**config.mk**
```make
export PLATFORM = sky130hd
export DESIGN_NAME = spi_peripheral
export DESIGN_NICKNAME = d
export VERILOG_FILES = /design/src/rtl/spi_pkg.sv /design/src/rtl/spi_sync_edge.sv /design/src/rtl/spi_peripheral.sv
export SDC_FILE = /design/constraint.sdc
export NUM_CORES = 1
export LEC_CHECK = 0
export CAP_MARGIN = 10
export CORE_MARGIN = 2
export CORE_UTILIZATION = 40
export CTS_CLUSTER_SIZE = 40
export DETAILED_ROUTE_END_ITERATION = 16
export SLEW_MARGIN = 5
export SYNTH_ARGS = -nofsm -noshare
export SYNTH_HDL_FRONTEND = slang
export SYNTH_SLANG_ARGS = --single-unit
export TNS_END_PERCENT = 5
```
**constraint.sdc**
```tcl
create_clock -name clk -period 2.5 [get_ports clk]
set_input_delay 0.25 -clock clk [delete_from_list [all_inputs] [get_ports clk]]
set_output_delay 0.25 -clock clk [all_outputs]
set_load 0.02 [all_outputs]
```
**src/rtl/spi_pkg.sv**
```systemverilog
// spi_pkg: shared types and constants for the SPI peripheral endpoint.
//   spi_per_state_t : peripheral FSM state (WAIT_IDLE, IDLE, ACTIVE)
//   SPI_DATA_BITS   : default frame width
//   SPI_CPOL/CPHA   : the only supported mode (mode 0)
package spi_pkg;

  typedef enum logic [1:0] {
    WAIT_IDLE,
    IDLE,
    ACTIVE
  } spi_per_state_t;

  localparam int SPI_DATA_BITS = 8;

  localparam bit SPI_CPOL = 1'b0;
  localparam bit SPI_CPHA = 1'b0;

endpackage

```
**src/rtl/spi_sync_edge.sv**
```systemverilog
// spi_sync_edge: 2-FF synchronizer followed by a registered rise/fall detector.
//   clk, rst : system clock, synchronous active-high reset
//   din      : asynchronous input pin
//   level    : synchronized level
//   rise     : one-cycle pulse, registered, after a synchronized 0->1 change
//   fall     : one-cycle pulse, registered, after a synchronized 1->0 change
// A pin change becomes visible on rise/fall after three clk edges.
module spi_sync_edge #(
  parameter logic RST_VAL = 1'b0
) (
  input  logic clk,
  input  logic rst,
  input  logic din,
  output logic level,
  output logic rise,
  output logic fall
);

  logic meta_p0;
  logic sync_p1;
  logic last_p2;

  always_ff @(posedge clk) begin
    if (rst) begin
      meta_p0 <= RST_VAL;
      sync_p1 <= RST_VAL;
      last_p2 <= RST_VAL;
      rise    <= 1'b0;
      fall    <= 1'b0;
    end else begin
      // stage 0/1: metastability filter
      meta_p0 <= din;
      sync_p1 <= meta_p0;
      // stage 2: edge register
      last_p2 <= sync_p1;
      rise    <= sync_p1 & ~last_p2;
      fall    <= ~sync_p1 & last_p2;
    end
  end

  assign level = sync_p1;

endmodule

```
**src/rtl/spi_peripheral.sv**
```systemverilog
// spi_peripheral: SPI mode-0, MSB-first peripheral (slave) endpoint.
//   clk, rst    : system clock (>= 8x SCK), synchronous active-high reset
//   SCK, SS     : SPI clock and active-low select, asynchronous
//   MOSI, MISO  : serial data in / out (MISO held 0 while select is high)
//   data_in     : TX byte, written with load while ready_out=1
//   ready_out   : one-entry TX buffer is empty
//   data_out    : last completed RX byte, valid_out pulses when it updates
//   tx_underrun : pulse when a byte starts with no buffered TX data
//   frame_err   : pulse when select rises in the middle of a byte
module spi_peripheral
  import spi_pkg::*;
#(
  parameter int                   DATA_BITS  = SPI_DATA_BITS,
  parameter logic [DATA_BITS-1:0] DEFAULT_TX = '0
) (
  input  logic                 clk,
  input  logic                 rst,
  input  logic                 SCK,
  input  logic                 SS,
  input  logic                 MOSI,
  output logic                 MISO,
  input  logic [DATA_BITS-1:0] data_in,
  input  logic                 load,
  output logic                 ready_out,
  output logic [DATA_BITS-1:0] data_out,
  output logic                 valid_out,
  output logic                 tx_underrun,
  output logic                 frame_err
);

  localparam int             CW       = (DATA_BITS > 1) ? $clog2(DATA_BITS) : 1;
  localparam logic [CW-1:0]  LAST_BIT = CW'(DATA_BITS - 1);

  logic sck_level, sck_rise, sck_fall;
  logic ss_level, ss_rise, ss_fall;
  logic mosi_meta_p0, mosi_sync_p1;

  spi_per_state_t       state;
  logic [1:0]           settle_cnt;
  logic [DATA_BITS-1:0] tx_buf;
  logic [DATA_BITS-1:0] tx_shift;
  logic [DATA_BITS-1:0] rx_shift;
  logic [DATA_BITS-1:0] rx_next;
  logic [DATA_BITS-1:0] cap_data;
  logic [CW-1:0]        bit_cnt;
  logic                 reload_pend;

  spi_sync_edge #(.RST_VAL(1'b0)) u_sck (
    .clk  (clk),
    .rst  (rst),
    .din  (SCK),
    .level(sck_level),
    .rise (sck_rise),
    .fall (sck_fall)
  );

  spi_sync_edge #(.RST_VAL(1'b1)) u_ss (
    .clk  (clk),
    .rst  (rst),
    .din  (SS),
    .level(ss_level),
    .rise (ss_rise),
    .fall (ss_fall)
  );

  // stage 0/1: MOSI synchronizer (no edge detection needed)
  always_ff @(posedge clk) begin
    if (rst) begin
      mosi_meta_p0 <= 1'b0;
      mosi_sync_p1 <= 1'b0;
    end else begin
      mosi_meta_p0 <= MOSI;
      mosi_sync_p1 <= mosi_meta_p0;
    end
  end

  // Capture source uses the buffer state before any same-cycle load.
  assign cap_data = ready_out ? DEFAULT_TX : tx_buf;
  assign rx_next  = {rx_shift[DATA_BITS-2:0], mosi_sync_p1};

  // stage 3: protocol FSM acting on the registered edge pulses
  always_ff @(posedge clk) begin
    if (rst) begin
      state       <= WAIT_IDLE;
      settle_cnt  <= 2'd0;
      ready_out   <= 1'b1;
      valid_out   <= 1'b0;
      tx_underrun <= 1'b0;
      frame_err   <= 1'b0;
      MISO        <= 1'b0;
      data_out    <= '0;
      bit_cnt     <= '0;
      reload_pend <= 1'b0;
    end else begin
      valid_out   <= 1'b0;
      tx_underrun <= 1'b0;
      frame_err   <= 1'b0;

      case (state)
        WAIT_IDLE: begin
          // The SS synchronizer resets to 1, so its level is only trusted
          // once the reset value has been flushed out of the pipeline.
          MISO <= 1'b0;
          if (settle_cnt != 2'd3) begin
            settle_cnt <= settle_cnt + 2'd1;
          end else if (ss_level && (sck_level == SPI_CPOL)) begin
            state <= IDLE;
          end
        end

        IDLE: begin
          MISO <= 1'b0;
          if (ss_fall) begin
            state       <= ACTIVE;
            tx_shift    <= cap_data;
            MISO        <= cap_data[DATA_BITS-1];
            tx_underrun <= ready_out;
            ready_out   <= 1'b1;
            bit_cnt     <= '0;
            reload_pend <= 1'b0;
          end
        end

        ACTIVE: begin
          if (ss_rise) begin
            state       <= IDLE;
            MISO        <= 1'b0;
            frame_err   <= (bit_cnt != '0);
            bit_cnt     <= '0;
            reload_pend <= 1'b0;
          end else if (sck_rise) begin
            rx_shift <= rx_next;
            if (bit_cnt == LAST_BIT) begin
              data_out    <= rx_next;
              valid_out   <= 1'b1;
              bit_cnt     <= '0;
              reload_pend <= 1'b1;
            end else begin
              bit_cnt <= bit_cnt + 1'b1;
            end
          end else if (sck_fall) begin
            // First fall after a completed byte starts the next TX byte,
            // allowing back-to-back bytes under one select.
            if (reload_pend) begin
              tx_shift    <= cap_data;
              MISO        <= cap_data[DATA_BITS-1];
              tx_underrun <= ready_out;
              ready_out   <= 1'b1;
              reload_pend <= 1'b0;
            end else begin
              tx_shift <= {tx_shift[DATA_BITS-2:0], 1'b0};
              MISO     <= tx_shift[DATA_BITS-2];
            end
          end
        end

        default: state <= WAIT_IDLE;
      endcase

      // Host write wins over a same-cycle capture: the byte stays buffered.
      if (load && ready_out) begin
        tx_buf    <= data_in;
        ready_out <= 1'b0;
      end
    end
  end

endmodule

```
==> impl_metrics.csv <==
group,metric,value,unit
status,outcome,"completed",
global_route,grt_max_degree,17,
critical_path,required,2440,ps
logic_synthesis,netlist_area,0.00218,mm2
detailed_routing,met3WireLength,135,um
clock_network,clock_latency,300,ps
place,dp_hpwl,2690,um
critical_path,crit_path_end_kind,"register",
detailed_routing,ant_nets,0,
detailed_routing,drc_errors,0,
clock_network,cts-root-buf,"clkbuf_8",
logic_synthesis,yosys_register_bits,55,
power,internal-power,0.00138,W
critical_path,crit_slowest_cell,"nor2b_1",
power,p_per_area,680,mW/mm2
detailed_routing,post_drt_wl_per_cell,13.0,um
detailed_routing,dr.pass1.iters,4,
layout,final_core_util,51.1,%
floorplanning,core_region_area,0.00517,mm2
detailed_routing,vias,1438,
critical_path,worstPathMaxFanout,13,
global_route,grt_pass1_vias,1466,
critical_path,cp-start-kind,"register",
logic_synthesis,syn_inst,195,
sta,slew_headroom,58.9,%
logic_synthesis,synth_nets,218,
layout,final_layout_size_suffix_gt1_share,8.37,%
place,gp_congestion,0.748,
hold_path,min-delay-start,"u_sck.last_p2",
detailed_routing,wl_met2,1700,um
clock_network,cts_hold_buf,0,
floorplanning,start_util,42.2,%
detailed_routing,drt-total-wl,3870,um
detailed_routing,top_layer,"met4",
layout,antenna_cells,0,
sta,final_hold_viol_count,0,
floorplanning,rows,26,
clock_network,path_clk_slew,90,ps
global_route,antenna_found_initial,0,
floorplanning,fp.dieH,77.9,um
clock_network,tritoncts,"built",
sta,slew_viol_final,0,
detailed_routing,met1Wirelength,1970,um
detailed_routing,routed_via_density,4.84,
logic_synthesis,synth_cell_type_count,36,
sta,rsz0062_at_grt,"false",
global_route,grt_pass1_wl,6840,um
sta,timing.final.crit_share,81.1,%
hold_path,hold_class,"reg2reg",
clock_network,htreeDepth,2,
power,p_sw_share,23.4,%
logic_synthesis,synth_top_area_share,30.3,%
logic_synthesis,ys_top_cells_by_area,"dfxtp_1, edfxtp_1, ha_1",
layout,final_cell_mix,"dfxtp_1, nand2_1, clkdlybuf4s50_1, edfxtp_1, nor2b_1",
logic_synthesis,ys_seq_area_share,60.5,%
layout,layout_commonest_cell,"dfxtp_1",
logic_synthesis,yosys_warnings,0,
place,dp_cells,289,
floorplanning,die_w,77.9,um
sta,finalSetupViolations,0,
flow_run,cap_violations,0,
global_route,grt.overflow.total,0,
critical_path,crit_path_cell_trace,"inv_1 > ha_1 > and3b_1 > nor2b_1",
critical_path,reg2reg_from,"state[0]",
layout,nFillCells,485,
power,clock_power_share,31.3,%
critical_path,crit_arrival,1970,ps
power,finalPower,0.00180,W
clock_network,max-clock-path-buffers,2,
floorplanning,ios,27,
clock_network,postCtsSetupRepairBufs,0,
layout,area_delta_synth_final,21.1,%
sta,min_period,2030,ps
sta,max_slew.worst_pin.slew,615,ps
logic_synthesis,avgSynthCellArea,11.2,um2
sta,timing.fmax,0.493,GHz
place,portBuffers,26,
clock_network,numCtsBuffers,5,
logic_synthesis,yosys.area.top_type,"dfxtp_1",
power,peakVddDrop,0.394,mV
power,p_sw,0.000422,W
critical_path,cp-startpoint,"state[0]",
critical_path,cpPeakStageDelay,530,ps
clock_network,clock-sinks,55,
floorplanning,dieArea,0.00607,mm2
power,power.share.sequential,55.5,%
layout,nets,249,
power,comb_power_share,13.2,%
layout,layout.cells.non_filler,297,
global_route,grt.total_usage,14.4,%
clock_network,cts_resized,0,
detailed_routing,drt_iter0_markers,91,
critical_path,worst-setup-path-type,"reg2reg",
sta,final.setup.tns,0,ps
power,p_leak,0.940,nW
sta,skew,8.02,ps
-- worst paths after layout --
kind	cells after the start	to	slack, ps
max	4	rx_shift[0]	470
min	1	u_sck.rise	410
max reg2reg	4	rx_shift[0]	470
min reg2reg	1	u_sck.rise	410
-- registers in the layout, summed over array words and instances (netlist names), 2 cells and up --
signal      cells
data_out        8
tx_buf          8
rx_shift        7
tx_shift        7
bit_cnt         3
settle_cnt      2
state           2
-- metal layers --
layer | GRT usage (%) | up-vias
li1 | - | 739
met1 | 20.0 | 667
met2 | 21.4 | 27
met3 | 3.49 | 5
met4 | 6.43 | 0
met5 | 0 | -
-- area by class of cell --
| class | instances | area, um2 | share of cell area [%] |
|---|---|---|---|
| flip-flops and latches | 55 | 1320 | 50.0 |
| multi-input cells | 122 | 786 | 29.7 |
| repair buffers | 32 | 305 | 11.5 |
| well taps | 70 | 87.6 | 3.31 |
| clock buffers | 5 | 68.8 | 2.60 |
| clock inverters | 3 | 38.8 | 1.47 |
| inverters | 10 | 37.5 | 1.42 |
-- through the flow --
| stage | area (um2) | hold slack, ps | worst slack, ps |
|---|---|---|---|
| floorplan | 2180 | 349 | 564 |
| global placement | 2540 | 392 | 581 |
| detailed placement | 2540 | 395 | 461 |
| CTS | 2650 | 411 | 467 |
| global route | 2650 | 439 | 307 |
| finish | 2650 | 409 | 474 |
-- synthesized netlist by cell type, drive strengths merged --
library cell	number
edfxtp	22
clkbuf	6
nor4	1
nand2b	5
and3b	2
a2111oi	1
a32oi	1
or3b	1
a21oi	12
nand2	30
a31oi	1
a2111o	1
xnor2	1
mux2i	3
nor3	3
nor2	7
ha	9
a211o	1
nor2b	13
nor4bb	1
dfxtp	33
nand3b	1
mux2	1
nand4b	1
nand4	3
a211oi	3
o32ai	2
and4b	2
o31ai	3
nor3b	4
inv	10
or2	3
o21ai	6
buf	2
-- cells by family (layout without fill, tap and decap cells) --
logic type	after synthesis	after routing	share of synthesized area, %
AND/OR/NAND/NOR	77	77	19.0
flip-flops	55	55	60.5
multiplexers	4	4	1.89
XOR/XNOR	1	1	0.401
buffers and inverters	18	50	3.50
adder cells (fa/ha/maj)	9	9	5.16
AO/OA/AOI/OAI	31	31	9.51
-- critical path, delay by kind of cell, from the launching register on --
family / cells / cell delay (ps)
AND/OR/NAND/NOR: 2 / 810
adder cells (fa/ha/maj): 1 / 400
flip-flops: 1 / 350
buffers and inverters: 1 / 110
-- power groups by stage --
stage               clock, W  sequential (W)  combinational (W)
floorplan                  0         0.00101           0.000171
global placement           0         0.00102           0.000237
detailed placement         0         0.00102           0.000237
CTS                 0.000585        0.000999           0.000238
global route        0.000622         0.00101           0.000267
finish              0.000564        0.000999           0.000237
Note: power is estimated with default switching activity, not from simulation.
